<file path="config.mk">
export PLATFORM = sky130hd
export DESIGN_NAME = fetch_pc_unit
export DESIGN_NICKNAME = d
export VERILOG_FILES = /design/src/rtl/fetch_pc_unit.sv
export SDC_FILE = /design/constraint.sdc
export NUM_CORES = 1
export LEC_CHECK = 0
export ABC_AREA = 0
export CAP_MARGIN = 20
export CORE_MARGIN = 2
export CORE_UTILIZATION = 48
export DETAILED_ROUTE_END_ITERATION = 8
export PLACE_DENSITY = 0.88
export SLEW_MARGIN = 20
export SYNTH_ARGS = -nofsm -noshare
export SYNTH_HDL_FRONTEND = slang
export SYNTH_SLANG_ARGS = --single-unit
</file>
<file path="constraint.sdc">
create_clock -name clk -period 7.55 [get_ports clk]
set_clock_uncertainty 0.1 [all_clocks]
set_input_delay 2.265 -clock clk [delete_from_list [all_inputs] [get_ports clk]]
set_output_delay 2.265 -clock clk [all_outputs]
set_load 0.005 [all_outputs]
</file>
<file path="src/rtl/fetch_pc_unit.sv">
// rtl/fetch_pc_unit.sv - program counter and instruction fetch stage
module fetch_pc_unit #(
    parameter int                ADDR_W   = 16,
    parameter logic [ADDR_W-1:0] RESET_PC = '0
) (
    input  logic              clk,
    input  logic              reset,
    input  logic              fetch_req,
    input  logic              pc_en,
    input  logic              br_en,
    input  logic              jmp_en,
    input  logic              pc_sel,
    input  logic [ADDR_W-1:0] reg_addr,
    input  logic [ADDR_W-1:0] jmp_target,
    input  logic [4:0]        flags,
    input  logic [15:0]       mem_rdata,
    output logic [ADDR_W-1:0] mem_addr,
    output logic [ADDR_W-1:0] pc,
    output logic [ADDR_W-1:0] link_addr,
    output logic [15:0]       ir,
    output logic              instr_valid,
    output logic              busy,
    output logic              taken
);

    typedef enum logic [1:0] {IDLE, ADDR, CAPT} state_t;

    localparam logic [ADDR_W-1:0] ONE = {{(ADDR_W-1){1'b0}}, 1'b1};

    state_t            state_q, state_d;
    logic [ADDR_W-1:0] pc_d;
    logic [ADDR_W-1:0] disp;
    logic              taken_d;
    logic              cond_ok;

    // flags = {N,Z,F,L,C}
    function automatic logic cond_met(input logic [3:0] c, input logic [4:0] f);
        logic n, z, fl, l, cy;
        n  = f[4];
        z  = f[3];
        fl = f[2];
        l  = f[1];
        cy = f[0];
        case (c)
            4'h0: cond_met = z;
            4'h1: cond_met = !z;
            4'h2: cond_met = cy;
            4'h3: cond_met = !cy;
            4'h4: cond_met = l;
            4'h5: cond_met = !l;
            4'h6: cond_met = n;
            4'h7: cond_met = !n;
            4'h8: cond_met = fl;
            4'h9: cond_met = !fl;
            4'hA: cond_met = !l && !z;
            4'hB: cond_met = l || z;
            4'hC: cond_met = !n && !z;
            4'hD: cond_met = n || z;
            4'hE: cond_met = 1'b1;
            default: cond_met = 1'b0;
        endcase
    endfunction

    assign cond_ok   = cond_met(ir[11:8], flags);
    assign disp      = {{(ADDR_W-8){ir[7]}}, ir[7:0]};
    assign link_addr = pc + ONE;
    assign busy      = (state_q != IDLE);
    // While fetching, the address always comes from the PC
    assign mem_addr  = (busy || pc_sel) ? pc : reg_addr;

    always_comb begin
        state_d = state_q;
        case (state_q)
            IDLE:    if (fetch_req) state_d = ADDR;
            ADDR:    state_d = CAPT;
            CAPT:    state_d = IDLE;
            default: state_d = IDLE;
        endcase
    end

    always_comb begin
        pc_d    = pc;
        taken_d = 1'b0;
        if (!busy) begin
            if (jmp_en) begin
                taken_d = cond_ok;
                pc_d    = cond_ok ? jmp_target : pc + ONE;
            end else if (br_en) begin
                taken_d = cond_ok;
                pc_d    = cond_ok ? pc + disp : pc + ONE;
            end else if (pc_en) begin
                pc_d = pc + ONE;
            end
        end
    end

    always_ff @(posedge clk or negedge reset) begin
        if (!reset) begin
            state_q     <= IDLE;
            pc          <= RESET_PC;
            ir          <= '0;
            instr_valid <= 1'b0;
            taken       <= 1'b0;
        end else begin
            state_q     <= state_d;
            pc          <= pc_d;
            taken       <= taken_d;
            instr_valid <= (state_q == CAPT);
            if (state_q == CAPT) ir <= mem_rdata;
        end
    end

endmodule

</file>
==> metrics.md, run 1 <==
| Metric | Value |
|---|---|
| Htree depth | `2` |
| Gr busiest metal | `met2` |
| Vias per std cell | `6.216` |
| Dominant cell type by area after synthesis | `dfrtp_1` |
| Async SR Flop Fraction | `100.0%` |
| Layout cells sized above 1 | `10.06%` |
| Drt total wl | `10360 um` |
| Die Ht | `85.10 um` |
| Total Routing Usage GR | `28.63%` |
| Met1 GRT Util | `37.45%` |
| Syn_nets | `443` |
| Area share of the largest cell type after synthesis | `28.54%` |
| Largest net degree at the start of global routing | `37` |
| Synth cell types | `63` |
| First DRT Iteration DRCs | `303` |
| Leak Pwr | `1.771 nW` |
| Die footprint | `0.007241 sq mm` |
| Comb power frac | `71.1%` |
| Nets@finish | `563` |
| Vias in the first global route | `3320` |
| Placed cell area | `0.004459 sq mm` |
| Post-Synthesis Cell Area | `0.003157 sq mm` |
| Total core area | `0.006350 sq mm` |
| Critical-path top delay cell | `clkdlybuf4s50_1` |
| Final Cell Area | `0.004552 sq mm` |
| Layout area overhead | `44.19%` |
| Root buffer cell | `clkbuf_8` |
| Switching share of power | `46.09%` |
| Clock power frac | `7.2%` |
| Reg clk slew, reported paths | `0.08 ns` |
| Worst endpoint required time | `5.18 ns` |
| # IOs | `127` |
| Seq/Total Area, Yosys | `28.54%` |
| Vias | `3506` |
| Global-route wire length before repair | `16620 um` |
| Post-Syn Instances | `366` |
| Hold buffers post-CTS | `0` |
| WL/cell | `18.37 um` |
| Max transition margin | `42.46%` |
| Net switching power | `0.9306 mW` |
| Post-layout util | `71.68%` |
| Pre-antenna DRT Iters | `5` |
| IO Port Bufs | `126` |
| CTS tree | `built` |
| Total power | `2.019 mW` |
| Fin. max-slew vios | `0` |
| Sequential power share | `21.7%` |
| Highest Clock Rate | `160.2 MHz` |
| Clock latency on the worst-skew pair | `0.30 ns` |
| Post-cts gate resize count | `0` |
| CP Cell Sequence | `clkdlybuf4s50_1 > nor2_1 > buf_4 > mux2_2 > clkdlybuf4s50_1` |
| GP Congestion | `0.8668` |
| Met2 Use GR | `48.51%` |
| ANT nets after route | `0` |
| DRC | `0` |
| Post-synth EDFFs | `0` |
| Worst IR Drop VDD | `0.0002476 V` |
| Synth top area cells | `dfrtp_1 29%, mux2_2 10%, ha_1 6.3%` |
| Most numerous cell in the Yosys netlist | `nor2_1` |
| Synth Flop Type | `dfrtp_1` |
| Post-DP HPWL | `7860 um` |
| Clock buffer depth | `2` |
| Max Cap Viol | `0` |
| Worst stage delay on the critical path | `0.45 ns` |
| Postcts setup bufs | `0` |
| YS warnings | `0` |
| Syn_area_per_cell | `8.625 sq um` |
| Hold Crit Class | `flop to flop` |
| Period utilisation layout | `82.70%` |
| Power Internal | `1.089 mW` |
| Max FO, Critical Path | `19` |
| Clk sinks | `36` |
| Outcome | `finished clean` |
| Initial antenna violation count | `0` |
| Setup TNS | `0 ns` |
| # diodes | `0` |
| Worst path most repeated cell | `clkdlybuf4s50_1` |
| CP arrival | `3.88 ns` |
| Chip width | `85.10 um` |
| Rows | `29` |
| Setup crit start kind | `input pin` |
| Endpoints failing setup | `0` |
| Minimum clock period | `6.244 ns` |
| Unrepaired setup endpoints after global routing | `no` |
| Endpoint class of the critical path | `primary output` |
| Synth cell count leaders | `37 x nor2_1, 36 x dfrtp_1, 32 x o21ai_0` |
| Crit Path Category | `input pin to primary output` |
| Power Density | `443.6 mW/mm^2` |
| Overflow after GRT | `0` |
| Starting density of the core | `49.71%` |
| Hold Fails Final Rpt | `0` |
| Slew @ Worst Pin | `0.8632 ns` |
| FF+latch count, synth | `36` |
| Met3 Use GR | `4.767%` |
| CTS Buf Count | `5` |
registers in the layout, indices dropped and copies added, names as in the netlist:
| signal | count |
|---|---|
| state_q | 2 |
| pc | 16 |
| taken | 1 |
| ir | 16 |
| instr_valid | 1 |
power groups by stage:
stage               clock network, mW  logic [mW]  registers [mW]
CTS                             0.146        1.42           0.435
global route                    0.155        1.56           0.456
global placement                    0        1.37           0.433
floorplan                           0       0.887           0.371
finish                          0.145        1.44           0.438
detailed placement                  0        1.40           0.439
layout by cell type (no fill, tap or decap), types with 3 or more instances in the layout:
cell             netlist  layout
clkbuf_8               0       5
xor2_1                 8       8
a221o_1                3       3
a221oi_1               3       3
ha_1                  16      16
mux2_2                29      29
nor2b_1                6       6
o211ai_1               4       4
nand3_1               12      12
inv_1                  7       7
o21a_1                 3       3
buf_4                  0       3
nand2b_1               5       5
mux2i_1                4       4
a21oi_1               20      20
a211oi_1               6       6
a32oi_1                3       3
o21ai_0               32      31
nor3_1                10      10
o21ai_1                2       3
or3_1                  3       3
nand4_1                4       4
nor2_1                37      37
xnor2_1               19      19
nand2_1               27      27
o22ai_1                7       7
clkdlybuf4s50_1        0     125
dfrtp_1               36      36
kinds of logic (layout without fill, tap and decap cells):
family	after synthesis	count (layout)	synth area share, %
buf+inv	24	145	3.250
compound gates	107	107	22.75
xor+xnor	27	27	7.491
fa+ha+maj	17	17	6.976
simple gates	122	122	19.38
mux	33	33	11.61
flops	36	36	28.54
per-stage QoR:
stage | instances | hold WS [ns] | setup WS, ns
2_1_floorplan | 366 | 0.3175 | 1.763
3_3_place_gp | 556 | 0.3299 | 1.351
3_5_place_dp | 556 | 0.3543 | 1.290
4_1_cts | 564 | 0.3679 | 1.283
5_1_grt | 564 | 0.4056 | 1.231
6_report | 564 | 0.3667 | 1.306
metal layers:
metal,vias to the layer above,routed length (um)
met5,-,0
met4,0,198
met3,19,818
met2,196,5041
met1,1677,4302
li1,1614,-
path summary, 6_finish.rpt:
| path | start | to | slack, ns | depth (start not counted) |
|---|---|---|---|---|
| min in group asynchronous | reset | pc[8] | 1.98 | 1 |
| worst min register to register | state_q[1] | state_q[1] | 0.37 | 1 |
| worst min-delay path | state_q[1] | state_q[1] | 0.37 | 1 |
| worst max register to register | pc[0] | pc[8] | 4.51 | 9 |
| worst max-delay path | pc_sel | mem_addr[3] | 1.31 | 5 |
| max in group asynchronous | reset | ir[4] | 4.83 | 1 |
worst max-delay path: cells and delay by family:
family / cells / cell delay [ns]
simple gates: 1 / 0.11
buf+inv: 3 / 1.13
mux: 1 / 0.37
final cells by class:
cell class | instances | area, sq um
clock inverters | 3 | 23.77
clock buffers | 5 | 68.82
fillers | 500 | 1798
repair buffers | 129 | 1279
flip-flops and latches | 36 | 900.9
multi-input cells | 306 | 2153
well taps | 77 | 96.34
inverters | 8 | 30.03
Power figures use the tool's default switching activity.
==> run 2: changes to the inputs <==
--- a/config.mk
+++ b/config.mk
@@ -8,9 +8,9 @@
 export ABC_AREA = 0
 export CAP_MARGIN = 20
 export CORE_MARGIN = 2
-export CORE_UTILIZATION = 48
+export CORE_UTILIZATION = 40
 export DETAILED_ROUTE_END_ITERATION = 8
-export PLACE_DENSITY = 0.88
+export PLACE_DENSITY = 0.78
 export SLEW_MARGIN = 20
 export SYNTH_ARGS = -nofsm -noshare
 export SYNTH_HDL_FRONTEND = slang
==> constraint.sdc (replaced) <==
create_clock -name clk -period 5.6 [get_ports clk]
set_clock_uncertainty 0.1 [all_clocks]
set_input_delay 1.68 -clock clk [delete_from_list [all_inputs] [get_ports clk]]
set_output_delay 1.68 -clock clk [all_outputs]
set_load 0.005 [all_outputs]
==> metrics.md, run 2 (synthesis gave the netlist of run 1 again) <==
| Metric | Value |
|---|---|
| Crit Path Category | `input pin to primary output` |
| Met2 Use GR | `40.82%` |
| Endpoint class of the critical path | `primary output` |
| CTS Buf Count | `5` |
| Reg clk slew, reported paths | `0.08 ns` |
| WL/cell | `17.53 um` |
| Met1 GRT Util | `30.87%` |
| Chip width | `92.84 um` |
| Commonest non-fill, non-tap cell in the layout | `clkdlybuf4s50_1` |
| Layout cells sized above 1 | `10.25%` |
| Drt total wl | `10340 um` |
| Total core area | `0.007687 sq mm` |
| Final Cell Area | `0.004586 sq mm` |
| DRC | `0` |
| Highest Clock Rate | `196.7 MHz` |
| Initial antenna violation count | `0` |
| Total Routing Usage GR | `23.99%` |
| Gr busiest metal | `met2` |
| Postcts setup bufs | `0` |
| Vias per std cell | `5.654` |
| GP Congestion | `0.8650` |
| Root buffer cell | `clkbuf_8` |
| Endpoints failing setup | `0` |
| Htree depth | `2` |
| Hold path depth | `1` |
| Dpl cells | `582` |
| Most frequent cells in the layout | `125 x clkdlybuf4s50_1, 37 x nor2_1, 36 x dfrtp_1` |
| Worst path most repeated cell | `clkdlybuf4s50_1` |
| Largest regs | `ir (16), pc (16), state_q (2)` |
| Clk sinks | `36` |
| Worst stage delay on the critical path | `0.46 ns` |
| R2r setup slk | `2.58 ns` |
| Overflow after GRT | `0` |
| Pre-antenna DRT Iters | `4` |
| Vias in the first global route | `3205` |
| Hold Path Sink | `state_q[1]` |
| Starting density of the core | `41.06%` |
| Max transition margin | `43.02%` |
| Leak Pwr | `1.783 nW` |
| # diodes | `0` |
| Rows | `32` |
| Setup TNS | `0 ns` |
| Vias | `3336` |
| Worst endpoint required time | `3.82 ns` |
| Worst hold start | `state_q[1]` |
| CP Cell Sequence | `clkdlybuf4s50_1 > nor2_1 > buf_4 > mux2_2 > clkdlybuf4s50_1` |
| Worst path bufs/invs | `3` |
| Setup crit start kind | `input pin` |
| ANT nets after route | `0` |
| Outcome | `finished clean` |
| Post-cts gate resize count | `0` |
| Placed cell area | `0.004498 sq mm` |
| Hold buffers post-CTS | `0` |
| CTS tree | `built` |
| Post-DP HPWL | `7984 um` |
| Met3 Use GR | `5.533%` |
| Worst reg2reg path depth | `9` |
| CP arrival | `3.30 ns` |
| Critical R2R Launch | `pc[0]` |
| # IOs | `127` |
| Global-route wire length before repair | `16370 um` |
| Die footprint | `0.008618 sq mm` |
| Critical-path top delay cell | `clkdlybuf4s50_1` |
| Non-Filler Instances | `590` |
| Hold Crit Class | `flop to flop` |
| Hold Fails Final Rpt | `0` |
| Minimum clock period | `5.084 ns` |
| Slew @ Worst Pin | `0.8548 ns` |
| Power Density | `588.6 mW/mm^2` |
| Clock buffer depth | `2` |
| Nets@finish | `564` |
| Reg2reg end | `pc[8]` |
| Fin. max-slew vios | `0` |
| Max FO, Critical Path | `19` |
| Worst IR Drop VDD | `0.0002740 V` |
| CP Depth | `5` |
| CP top delay family | `buffers and inverters` |
| Max Cap Viol | `0` |
| Period utilisation layout | `90.78%` |
| IO Port Bufs | `126` |
| Clock latency on the worst-skew pair | `0.30 ns` |
| Die Ht | `92.84 um` |
| Layout area overhead | `45.26%` |
| Unrepaired setup endpoints after global routing | `no` |
| First DRT Iteration DRCs | `197` |
| Largest net degree at the start of global routing | `37` |
run 2: cell types whose count changed in the layout (fill, tap and decap cells not counted), sizes merged:
cell,change
buf,+1
clkinv,+2
clkinvlp,-2
run 2: area by class of cell:
class,count,area [sq um]
inverter,8,30.03
clock buffer,5,68.82
timing repair buffer,130,1286
clock inverter,3,18.77
multi-input combinational,306,2153
tap,102,127.6
sequential,36,900.9
fill,705,3102
run 2: worst max path at each step:
stage / from / slack (ns) / to
after global routing: pc_sel / 0.47 / mem_addr[4]
after floorplan: pc_sel / 0.98 / mem_addr[10]
after global placement: pc_sel / 0.56 / mem_addr[6]
after detailed placement: pc_sel / 0.54 / mem_addr[7]
after CTS: pc_sel / 0.53 / mem_addr[4]
final: pc_sel / 0.52 / mem_addr[4]
run 2: power breakdown:
| part | internal [mW] | switching [mW] | total, mW |
|---|---|---|---|
| combinational | 1.02 | 0.903 | 1.92 |
| sequential | 0.370 | 0.221 | 0.590 |
| clock | 0.0868 | 0.104 | 0.191 |
run 2: stage by stage:
step / hold WS (ns) / util (%) / setup slack (ns) / total power [mW]
4_1_cts: 0.3511 / 59.65 / 0.5280 / 2.696
6_report: 0.3504 / 59.65 / 0.5161 / 2.699
3_3_place_gp: 0.3288 / 58.51 / 0.5604 / 2.459
3_5_place_dp: 0.3377 / 58.51 / 0.5355 / 2.491
5_1_grt: 0.3771 / 59.65 / 0.4680 / 2.926
2_1_floorplan: 0.3175 / - / 0.9833 / 1.697
run 2: layer usage:
| layer | part of all wire (%) | vias up |
|---|---|---|
| met1 | 43 | 1579 |
| met4 | 1.0 | 0 |
| met3 | 7.7 | 7 |
| met5 | 0 | - |
| li1 | - | 1616 |
| met2 | 48 | 134 |
==> run 3: changes to the inputs <==
--- a/config.mk
+++ b/config.mk
@@ -11,6 +11,7 @@
 export CORE_UTILIZATION = 40
 export DETAILED_ROUTE_END_ITERATION = 8
 export PLACE_DENSITY = 0.78
+export SETUP_SLACK_MARGIN = 0.02
 export SLEW_MARGIN = 20
 export SYNTH_ARGS = -nofsm -noshare
 export SYNTH_HDL_FRONTEND = slang
==> results of run 3 <==
No change in the layout: final DEF, timing and power equal those of run 2.
